`src/rtl/serial_src_pkg.sv`:
```
// Shared types and width constants for the serial bit source and its word FIFO.
package serial_src_pkg;

  typedef enum logic {
    IDLE  = 1'b0,
    SHIFT = 1'b1
  } state_t;

  localparam int DATA_W_DEF = 16;
  localparam int DEPTH_DEF  = 4;
  localparam int LEN_W      = $clog2(DATA_W_DEF) + 1;
  localparam int LVL_W      = $clog2(DEPTH_DEF) + 1;

endpackage

```
`src/rtl/word_fifo.sv`:
```
// Circular word FIFO holding {len, data} pairs; a pop never frees a slot for a push in the same cycle.
module word_fifo
  import serial_src_pkg::*;
#(
  parameter int DATA_W   = DATA_W_DEF,
  parameter int DEPTH    = DEPTH_DEF,
  parameter int LEN_BITS = LEN_W,
  parameter int LVL_BITS = LVL_W
) (
  input  logic                clk,
  input  logic                reset,
  input  logic                push_i,
  input  logic [LEN_BITS-1:0] pushLen_i,
  input  logic [DATA_W-1:0]   pushData_i,
  input  logic                pop_i,
  output logic [LEN_BITS-1:0] headLen_o,
  output logic [DATA_W-1:0]   headData_o,
  output logic [LVL_BITS-1:0] level_o
);

  localparam int PtrW = $clog2(DEPTH);

  logic [LEN_BITS+DATA_W-1:0] mem_q [DEPTH];
  logic [PtrW-1:0]            wrPtr_q;
  logic [PtrW-1:0]            rdPtr_q;
  logic [LVL_BITS-1:0]        count_q;
  logic                       doPush;
  logic                       doPop;

  // Fullness is judged on the current count, so a same-cycle pop cannot admit a push.
  assign doPush = push_i && (count_q != LVL_BITS'(DEPTH));
  assign doPop  = pop_i && (count_q != '0);

  always_ff @(posedge clk or negedge reset) begin
    if (!reset) begin
      wrPtr_q <= '0;
      rdPtr_q <= '0;
      count_q <= '0;
    end else begin
      if (doPush) wrPtr_q <= wrPtr_q + PtrW'(1);
      if (doPop)  rdPtr_q <= rdPtr_q + PtrW'(1);
      case ({doPush, doPop})
        2'b10:   count_q <= count_q + LVL_BITS'(1);
        2'b01:   count_q <= count_q - LVL_BITS'(1);
        default: count_q <= count_q;
      endcase
    end
  end

  always_ff @(posedge clk) begin
    if (doPush) mem_q[wrPtr_q] <= {pushLen_i, pushData_i};
  end

  assign {headLen_o, headData_o} = mem_q[rdPtr_q];
  assign level_o = count_q;

endmodule

```
`src/rtl/serial_bit_source.sv`:
```
// Serializes queued words MSB-first onto x, one bit per enabled cycle, chaining words without gaps.
module serial_bit_source
  import serial_src_pkg::*;
#(
  parameter int DATA_W = DATA_W_DEF,
  parameter int DEPTH  = DEPTH_DEF
) (
  input  logic                     clk,
  input  logic                     reset,
  input  logic [DATA_W-1:0]        load_data,
  input  logic [$clog2(DATA_W):0]  load_len,
  input  logic                     load_valid,
  output logic                     load_ready,
  input  logic                     enable,
  output logic                     x,
  output logic                     x_valid,
  output logic                     word_done,
  output logic [$clog2(DEPTH):0]   level
);

  localparam int LenW = $clog2(DATA_W) + 1;
  localparam int LvlW = $clog2(DEPTH) + 1;

  state_t            state_q;
  logic [DATA_W-1:0] sr_q;
  logic [LenW-1:0]   cnt_q;
  logic              lastX_q;

  logic [LenW-1:0]   clampedLen;
  logic              pushFire;
  logic              popFire;
  logic              lastBit;
  logic [LenW-1:0]   headLen;
  logic [DATA_W-1:0] headData;
  logic [DATA_W-1:0] headAligned_d;

  assign load_ready = level < LvlW'(DEPTH);
  assign clampedLen = (load_len > LenW'(DATA_W)) ? LenW'(DATA_W) : load_len;
  // Zero-length words complete the handshake but never reach the FIFO.
  assign pushFire   = load_valid && load_ready && (load_len != '0);

  assign lastBit       = (cnt_q == LenW'(1));
  assign popFire       = enable && (level != '0) &&
                         ((state_q == IDLE) || ((state_q == SHIFT) && lastBit));
  assign headAligned_d = headData << (DATA_W - int'(headLen));

  word_fifo #(
    .DATA_W  (DATA_W),
    .DEPTH   (DEPTH),
    .LEN_BITS(LenW),
    .LVL_BITS(LvlW)
  ) u_fifo (
    .clk       (clk),
    .reset     (reset),
    .push_i    (pushFire),
    .pushLen_i (clampedLen),
    .pushData_i(load_data),
    .pop_i     (popFire),
    .headLen_o (headLen),
    .headData_o(headData),
    .level_o   (level)
  );

  always_ff @(posedge clk or negedge reset) begin
    if (!reset) begin
      state_q <= IDLE;
      sr_q    <= '0;
      cnt_q   <= '0;
      lastX_q <= 1'b0;
    end else begin
      case (state_q)
        IDLE: begin
          if (popFire) begin
            sr_q    <= headAligned_d;
            cnt_q   <= headLen;
            state_q <= SHIFT;
          end
        end
        SHIFT: begin
          if (enable) begin
            lastX_q <= sr_q[DATA_W-1];
            if (lastBit) begin
              // Reload on the final bit's edge so back-to-back words have no bubble.
              if (popFire) begin
                sr_q  <= headAligned_d;
                cnt_q <= headLen;
              end else begin
                state_q <= IDLE;
              end
            end else begin
              sr_q  <= sr_q << 1;
              cnt_q <= cnt_q - LenW'(1);
            end
          end
        end
        default: state_q <= IDLE;
      endcase
    end
  end

  assign x_valid   = (state_q == SHIFT) && enable;
  assign x         = (state_q == SHIFT) ? (enable ? sr_q[DATA_W-1] : lastX_q) : 1'b0;
  assign word_done = x_valid && lastBit;

endmodule

```
`config.mk`:
```
export PLATFORM = sky130hd
export DESIGN_NAME = serial_bit_source
export DESIGN_NICKNAME = d
export VERILOG_FILES = /design/src/rtl/serial_src_pkg.sv /design/src/rtl/word_fifo.sv /design/src/rtl/serial_bit_source.sv
export SDC_FILE = /design/constraint.sdc
export NUM_CORES = 1
export LEC_CHECK = 0
export ABC_CLOCK_PERIOD_IN_PS = 4000
export CORE_MARGIN = 2
export CORE_UTILIZATION = 59
export CTS_CLUSTER_SIZE = 20
export DETAILED_ROUTE_END_ITERATION = 10
export HOLD_SLACK_MARGIN = 0.15
export PLACE_DENSITY = 0.79
export SLEW_MARGIN = 5
export SYNTH_ARGS = -nofsm -noshare
export SYNTH_HDL_FRONTEND = slang
export SYNTH_SLANG_ARGS = --single-unit
export TNS_END_PERCENT = 1
```
`constraint.sdc`:
```
create_clock -name clk -period 4 [get_ports clk]
set_input_delay 0.8 -clock clk [delete_from_list [all_inputs] [get_ports clk]]
set_output_delay 0.8 -clock clk [all_outputs]
set_load 0.03 [all_outputs]
```
# [After elaboration in Yosys (flattened, before gate mapping)]
# Memories as Yosys holds them, arrays and structs flattened.
# Index checks and enable logic that the tools add are counted.
[totals] output_inout_bits=7 inputBits=25 regBits=30 n_memories=1 elab_cells=54 mem_bits_rw=84
[mem_list] name="u_fifo.mem_q" depth=4 width=21 rd=1 rd_clocked_by_memory_dff=0 wr=1 line="word_fifo.sv:23" source="logic [LEN_BITS+DATA_W-1:0] mem_q [DEPTH];"
[op_classes] n_lt_le_gt_ge=2 shift=1 bitwise_logic=1 n_reduce_logical=13 addsub=6 mux=18 eq_ne=5
[ops] cell="two-way mux 16 bit" count=3
[ops] cell="case mux 16 bit (2 select lines)" count=1
[ops] cell="<< shifter 16 x 32 -> 16 bit" count=1
[ops] cell="two-way mux 5 bit" count=4
[ops] cell="case mux 5 bit (2 select lines)" count=1
[ops] cell="logical AND 1 bit" count=9
[ops] cell="two-way mux 1 bit" count=7
[ops] cell="case mux 3 bit (2 select lines)" count=1
[ops] cell="subtractor 5 x 5 -> 6 bit (first input constant)" count=1
[ops] cell="== test 5 x 1 -> 1 bit (second input constant)" count=1
[ops] cell="> comparator 5 bit (second input constant)" count=1
[ops] cell="nonzero test 5 bit" count=1
[ops] cell="subtractor 5 x 1 -> 5 bit (second input constant)" count=1
[ops] cell="adder 2 x 1 -> 2 bit (second input constant)" count=2
[ops] cell="adder 3 x 1 -> 3 bit (second input constant)" count=1
[ops] cell="less-than comparator 3 bit (second input constant)" count=1
[ops] cell="!= test 3 bit (second input constant)" count=1
[ops] cell="nonzero test 3 bit" count=1
[ops] cell="subtractor 3 x 1 -> 3 bit (second input constant)" count=1
[ops] cell="== test 2 x 1 -> 1 bit (second input constant)" count=1
[ops] cell="== test 2 bit (second input constant)" count=1
[ops] cell="!= test 2 bit (second input constant)" count=1
[ops] cell="case mux 1 bit (2 select lines)" count=1
[ops] cell="nonzero test 2 bit" count=1
[ops] cell="other kinds (2)" count=2

# [Logic depth before layout (Yosys ltp)]
# Gate-level depths: netlist of the first run.
[logic_depth] ltp_word=8 mapped_depth=12 depth_no_buf=12

# [Modules after synthesis]
# Synthesis of the first run repeated with hierarchy kept, for this count alone.
[hier_totals] hier_cells=384 area_unflattened_um2=5650.4
[modules_own_cells] mod="word_fifo" seq_area_each_um2=2697.6 instances=1 cells_each=147 area_each_um2=3480.8
[modules_own_cells] mod="serial_bit_source" seq_area_each_um2=575.6 instances=1 cells_each=237 area_each_um2=2169.6

# [Least setup slack after synthesis of the first run]
# Ideal clock, no wire load.
[synth_timing] path_kind="register to register" from="reg u_fifo.rdPtr_q[0]" to="reg sr_q[9]" path_buffers=3 synth_period_minus_slack_ns=3.145 slack_ns=0.855 arrival_time_ns=3.008 setup_time_ns=0.137 path_stages_with_launch=11 required_time_ns=3.863 cell_sequence="dfrtp_1 > buf_6 > mux4_2 > buf_6 > buf_2 > inv_1 > ha_1 > xor2_1 > mux4_2 > a222oi_1 > o31ai_1"
[synth_via] elab_chain_cells=7
[synth_rtl] item="from (decl)" line="word_fifo.sv:25" source="logic [PtrW-1:0] rdPtr_q;"
[synth_rtl] item="from (signal assigned)" line="word_fifo.sv:41" source="if (doPop) rdPtr_q <= rdPtr_q + PtrW'(1);"
[synth_rtl] item="memory (4 x 21 bit) *"
[synth_rtl] item="subtractor 5 x 5 -> 6 bit" line="serial_bit_source.sv:45" source="assign headAligned_d = headData << (DATA_W - int'(headLen));"
[synth_rtl] item="<< shifter 16 x 32 -> 16 bit *" line="serial_bit_source.sv:45"
[synth_rtl] item="two-way mux 16 bit *" line="serial_bit_source.sv:73, serial_bit_source.sv:84"
[synth_rtl] item="two-way mux 16 bit" line="serial_bit_source.sv:82" source="if (lastBit) begin"
[synth_rtl] item="two-way mux 16 bit" line="serial_bit_source.sv:80" source="if (enable) begin"
[synth_rtl] item="case mux 16 bit (2 select lines) *" line="serial_bit_source.sv:71" source="case (state_q)"
[synth_rtl] item="to (signal assigned)" line="serial_bit_source.sv:74" source="sr_q <= headAligned_d;"
[synth_rtl] item="to (signal assigned)" line="serial_bit_source.sv:85" source="sr_q <= headAligned_d;"
[synth_rtl] item="to (signal assigned)" line="serial_bit_source.sv:91" source="sr_q <= sr_q << 1;"
[synth_rtl] item="to (decl)" line="serial_bit_source.sv:25" source="logic [DATA_W-1:0] sr_q;"
# Every way passes the cells marked *; elsewhere a longest branch is shown, timed or not. The select of a mux whose other input is x is not followed.
# A chain may end at the register's enable or synchronous reset.

# [Worst setup path after layout of the first run]
[layout_timing] from="reg u_fifo.rdPtr_q[0]" to="reg sr_q[15]"
# The elaborated chain is that of the path after synthesis.

==> results of run 1 <==
## power breakdown
part	switching, W	total, W	internal, W
Clock	0.000531	0.00142	0.000886
Combinational	0.00118	0.00208	0.000893
Sequential	0.000151	0.00164	0.00149
## sequential cells by signal, summed over array words and instances (netlist names)
| signal | count |
|---|---|
| u_fifo.rdPtr_q | 2 |
| u_fifo.level_o | 3 |
| u_fifo.mem_q | 84 |
| state_q | 1 |
| cnt_q | 5 |
| sr_q | 16 |
| u_fifo.wrPtr_q | 2 |
| lastX_q | 1 |
## worst max path at each step
stage / from / to / cells after the start
5_1_grt: u_fifo.rdPtr_q[0] / sr_q[15] / 8
2_1_floorplan: u_fifo.rdPtr_q[0] / sr_q[9] / 10
4_1_cts: u_fifo.rdPtr_q[0] / sr_q[9] / 8
6_report: u_fifo.rdPtr_q[0] / sr_q[15] / 8
3_5_place_dp: load_len[4] / u_fifo.level_o[2] / 10
3_3_place_gp: load_len[4] / u_fifo.level_o[2] / 10
## logic make-up after synthesis
group / synth area share [%]
AOI/OAI and AO/OA: 9.92
adders and majority gates: 2.25
and+or+nand+nor: 6.21
xor gates and xnor gates: 1.31
buffers and inverters: 3.02
DFF: 61.3
muxes: 15.9
## metal layers
metal  track usage [%]  part of all wire, %  vias up
li1                  -                    -     1473
met1              32.3                   43     1607
met2              38.4                   51      123
met3              5.83                  5.3       15
met4              7.69                  1.1        0
met5                 0                    0        -
## layout by cell type, fill, tap and decap left out, types with 12 or more instances in the layout
cell             count
clkbuf_16           16
clkdlybuf4s50_1     31
dfrtp_1             30
edfxtp_1            84
inv_1               13
mux2_2              12
mux4_1              14
nor2_1              17
o21ai_0             16
## layout make-up
type | instances | share of cell area (%)
well taps | 108 | 2.14
repair buffers | 42 | 6.22
clock buffers | 20 | 6.74
clock inverters | 12 | 2.14
inverters | 14 | 0.832
flip-flops and latches | 114 | 51.8
multi-input cells | 202 | 30.1
## metrics by stage
step	utilization, %	area (sq um)	instances
detailed placement	65.7	5760	480
CTS	72.1	6320	512
floorplan	-	5340	345
finish	72.1	6320	512
global route	72.1	6320	512
global placement	65.7	5760	480
## worst max-delay path, stage by stage, from the launching register on
cell     delay, ns
dfrtp_1       0.63
mux4_2        0.80
inv_1         0.17
ha_1          0.55
inv_2         0.21
mux2_2        0.29
or3b_1        0.34
o31a_1        0.14
o21ai_1       0.14
==> flow_summary_export.csv, run 1 <==
group,metric,value,unit
status,outcome,"finished, final reports clean",
floorplan,die-area,9820,sq um
sta,finalSetupTns,0,ns
synth,postSynthCellCount,345,
clocking,tritoncts,"built",
sta,whs,0.509,ns
final_layout,regArea,3270,sq um
final_layout,syn2layout_area_growth,18.4,%
critical_path,worstPathRequired,4.44,ns
grt,grt_pass1_vias,3219,
clocking,clock_latency,0.52,ns
grt,grt.overflow.total,0,
pwr,ir_drop,0.000496,V
clocking,cts_setup_buffers,0,
placement,port_buffers,31,
critical_path,cp-start-kind,"flop",
critical_path,r2r_cells,8,
sta,fin_crit_sh,84.1,%
critical_path,rrSetupSlack,0.64,ns
final_layout,num-nets-final,425,
synth,yosysSeqAreaShare,61.3,%
worst_hold_path,min_from,"sr_q[2]",
synth,synth.most_common_cell,"edfxtp_1",
placement,place_congestion,0.877,
floorplan,core,8760,sq um
critical_path,critPathMaxFanout,21,
routing,initialDrtViolationCount,191,
clocking,clk_pin_slew,0.06,ns
floorplan,fp.dieW,99.1,microns
clocking,clockBufferDepth,2,
grt,grt_max_degree,31,
clocking,root_buffer,"clkbuf_8",
final_layout,diodes,0,
synth,synth_area,5340,sq um
routing,postRouteAntennaNets,0,
floorplan,start_util,60.9,%
sta,worst_slack,0.636,ns
synth,synthArstFlopShare,26.3,%
synth,ys_top_cells_by_count,"edfxtp_1, dfrtp_1, nor2_1",
synth,synthTopCellsByArea,"edfxtp_1, dfrtp_1, mux4_1, mux4_2, mux2_2",
grt,grt_pass1_wl,17400,microns
sta,hold_viol,0,
grt,antenna_found_initial,0,
floorplan,rows,34,
critical_path,critical_path_arrival,3.80,ns
routing,route.vias.total,3218,
floorplan,die_h,99.1,microns
worst_hold_path,hold_depth,2,
synth,synth_area_leader_cell,"edfxtp_1",
final_layout,drive_gt1_share,17.1,%
clocking,cts_resized,0,
routing,drt-vias-per-instance,6.29,
worst_hold_path,min_to,"sr_q[3]",
sta,setup_viol,0,
sta,fin_crit,3.36,ns
worst_hold_path,hp-class,"flop to flop",
synth,synth_edf_count,84,
placement,hpwl,6710,microns
clocking,h-tree-depth,4,
sta,fmax,297,MHz
pwr,power_density,813,nW/um^2
sta,rsz0062_at_grt,"false",
sta,worstMarginPinSlew,0.719,ns
critical_path,r2r_end,"sr_q[15]",
critical_path,endpoint_kind,"flop",
pwr,power,0.00514,W
critical_path,critPathKind,"flop to flop",
synth,synth_ff_type,"edfxtp_1",
final_layout,multi_input_area,1900,sq um
clocking,clock-sinks,114,
synth,synth_cell_types,54,
sta,maxSlewHeadroom,51.7,%
critical_path,rr_startpoint,"u_fifo.rdPtr_q[0]",
sta,finalClockSkew,0.0109,ns
routing,wire_per_inst,21.0,microns
synth,synth_warnings,0,
synth,synthesis.nets,379,
routing,wl,10700,microns
grt,track_usage,23.7,%
synth,synth_top_area_share,47.3,%
clocking,cts_buffers,17,
job,cap_viol_max_count,0,
final_layout,n_fill_cell,543,
clocking,ctsHoldBuffers,0,
floorplan,ios,32,
pwr,p_leak,2.32,nW
synth,synth.avg_cell_area,15.5,sq um
placement,pre_cts_slack,0.684,ns
synth,synth-seq-cells,114,
routing,dr.pass1.iters,6,
sta,slew_violations,0,
routing,drc_errors,0,
(Power assumes the default switching activity.)
==> run 2: changes to the inputs <==
Settings changed: ABC_CLOCK_PERIOD_IN_PS 4000 to 2800, CORE_UTILIZATION 59 to 54, PLACE_DENSITY 0.79 to 0.76.
Clock period 4 ns to 2.8 ns, I/O delays scaled along.
==> run 2 against run 1 <==
  * Combinational power grew 60%
  * Register-to-register slack lost 0.53 ns
  * Total power grew 52%
  * Via count grew 0.93%
  * Die area grew 8.9%
  * Setup slack lost 0.53 ns
  * Clock skew shrank 0.0044 ns
  * Cell count grew 7.2%
  * Critical path depth shrank 2
  * Utilization shrank 4.8 points
  * First-iteration DRC count grew 14%
  * Critical path type unchanged
==> flow_summary_export.csv, run 2 (synthesis results as in run 1) <==
group,metric,value,unit
status,outcome,"finished, final reports clean",
sta,finalClockSkew,0.00655,ns
critical_path,critical_path_arrival,3.07,ns
floorplan,rows,36,
routing,drt-vias-per-instance,5.92,
critical_path,slowest_delay,0.62,ns
sta,fmax,372,MHz
critical_path,slowest_stage,"mux4_1",
clocking,cts_buffers,17,
clocking,root_buffer,"clkbuf_8",
grt,grt_max_degree,31,
final_layout,largest_registers,"u_fifo.mem_q: 84 flops, sr_q: 16 flops, cnt_q: 5 flops",
sta,whs,0.447,ns
critical_path,endpoint_kind,"flop",
grt,grt.overflow.total,0,
placement,place_congestion,0.912,
placement,placedInstanceArea,5910,sq um
sta,fin_crit,2.69,ns
critical_path,critPathKind,"flop to flop",
pwr,p_leak,2.41,nW
critical_path,critPathBufInv,1,
pwr,power,0.00781,W
sta,finalSetupTns,0,ns
routing,wl,10800,microns
final_layout,diodes,0,
grt,antenna_found_initial,0,
floorplan,die-area,10700,sq um
grt,grt_pass1_wl,17500,microns
pwr,power_density,1200,nW/um^2
final_layout,syn2layout_area_growth,22.1,%
routing,route.vias.total,3248,
sta,maxSlewHeadroom,31.3,%
worst_hold_path,hp-class,"input pin to asynchronous set/reset pin",
sta,fin_crit_sh,96.1,%
sta,hold_viol,0,
placement,hpwl,6970,microns
clocking,clock-sinks,114,
routing,wire_per_inst,19.7,microns
sta,worstMarginPinSlew,1.03,ns
final_layout,mostFrequentLayoutCells,"edfxtp_1, clkdlybuf4s50_1, dfrtp_1, buf_4, nor2_1",
critical_path,cp-start-kind,"flop",
clocking,h-tree-depth,4,
floorplan,start_util,55.1,%
critical_path,r2r_cells,6,
final_layout,largest_reg_flops,84,
routing,dr.pass1.iters,7,
final_layout,top_register,"u_fifo.mem_q",
floorplan,fp.dieW,103,microns
sta,rsz0062_at_grt,"true",
final_layout,drive_gt1_share,21.6,%
floorplan,die_h,103,microns
final_layout,layout_commonest_cell,"edfxtp_1",
clocking,clockBufferDepth,2,
placement,port_buffers,31,
final_layout,stdcell_area,6510,sq um
grt,track_usage,22.2,%
floorplan,ios,32,
floorplan,core,9680,sq um
critical_path,worstPathRequired,3.18,ns
pwr,ir_drop,0.000657,V
sta,setup_viol,0,
routing,drc_errors,0,
job,cap_viol_max_count,0,
critical_path,rrSetupSlack,0.11,ns
clocking,cts_setup_buffers,0,
critical_path,cp_top_family,"multiplexers",
critical_path,r2r_end,"sr_q[9]",
clocking,clock_latency,0.52,ns
grt,grt_pass1_vias,3410,
clocking,clk_pin_slew,0.06,ns
routing,initialDrtViolationCount,217,
critical_path,crit_chain,"buf_4, mux4_1, mux2_2, mux4_2, a222oi_1, o31ai_1",
critical_path,critPathMaxFanout,12,
routing,postRouteAntennaNets,0,
sta,slew_violations,0,
clocking,tritoncts,"built",
final_layout,num-nets-final,437,
critical_path,rr_startpoint,"u_fifo.rdPtr_q[0]",
-- run 2: changes by cell type in the layout (fill, tap and decap cells not counted), sizes merged --
| cell | delta |
|---|---|
| dlygate4sd2 | +1 |
| clkinvlp | -2 |
| bufinv | +1 |
| clkbuf | -3 |
| clkinv | +1 |
| buf | +12 |
| inv | +3 |
| clkdlybuf4s50 | -1 |
-- run 2: per-stage QoR --
stage                     std cells  worst slack, ns  util (%)
final                           549            0.110      67.3
after global routing            549          -0.0127      67.3
after CTS                       549           0.0162      67.1
after detailed placement        517          -0.0826      61.0
after global placement          517           0.0658      61.0
after floorplan                 345           0.0267         -
-- run 2: final cells by class --
type / instances / area [sq um]
clock buffers: 17 / 414
clock inverters: 15 / 180
fillers: 656 / 3170
inverters: 14 / 52.6
multi-input cells: 202 / 1940
flip-flops and latches: 114 / 3270
well taps: 133 / 166
repair buffers: 54 / 482
-- run 2: worst max path at each step --
stage                            from  slack, ns                end  cells past startpoint
detailed placement        load_len[4]      -0.08  u_fifo.level_o[2]                     10
floorplan           u_fifo.rdPtr_q[0]       0.03            sr_q[9]                     10
finish              u_fifo.rdPtr_q[0]       0.11            sr_q[9]                      6
CTS                          cnt_q[1]       0.02            sr_q[9]                      7
global placement          load_len[4]       0.07  u_fifo.level_o[2]                     10
global route        u_fifo.rdPtr_q[0]      -0.01           sr_q[13]                      6
-- run 2: metal layers --
| metal | routed length [microns] | vias to the layer above | global-route usage [%] | part of all wire [%] |
|---|---|---|---|---|
| li1 | - | 1496 | - | - |
| met1 | 4610 | 1631 | 29.7 | 43 |
| met2 | 5470 | 100 | 36.5 | 51 |
| met3 | 531 | 21 | 4.37 | 4.9 |
| met4 | 198 | 0 | 8.60 | 1.8 |
| met5 | 0 | - | 0 | 0 |
-- run 2: timing repair --
item / 4_1_cts / 5_1_grt
endpoints found under the setup margin: 2 / 15
pin swaps: 0 / 0
hold buffers: 0 / 0
resized for setup: 2 / 3
-- run 2: report_power, final --
group          switching [W]  internal, W  leakage (nW)
Combinational        0.00182      0.00150         0.967
Sequential          0.000204      0.00213          1.15
Clock               0.000783      0.00136         0.289
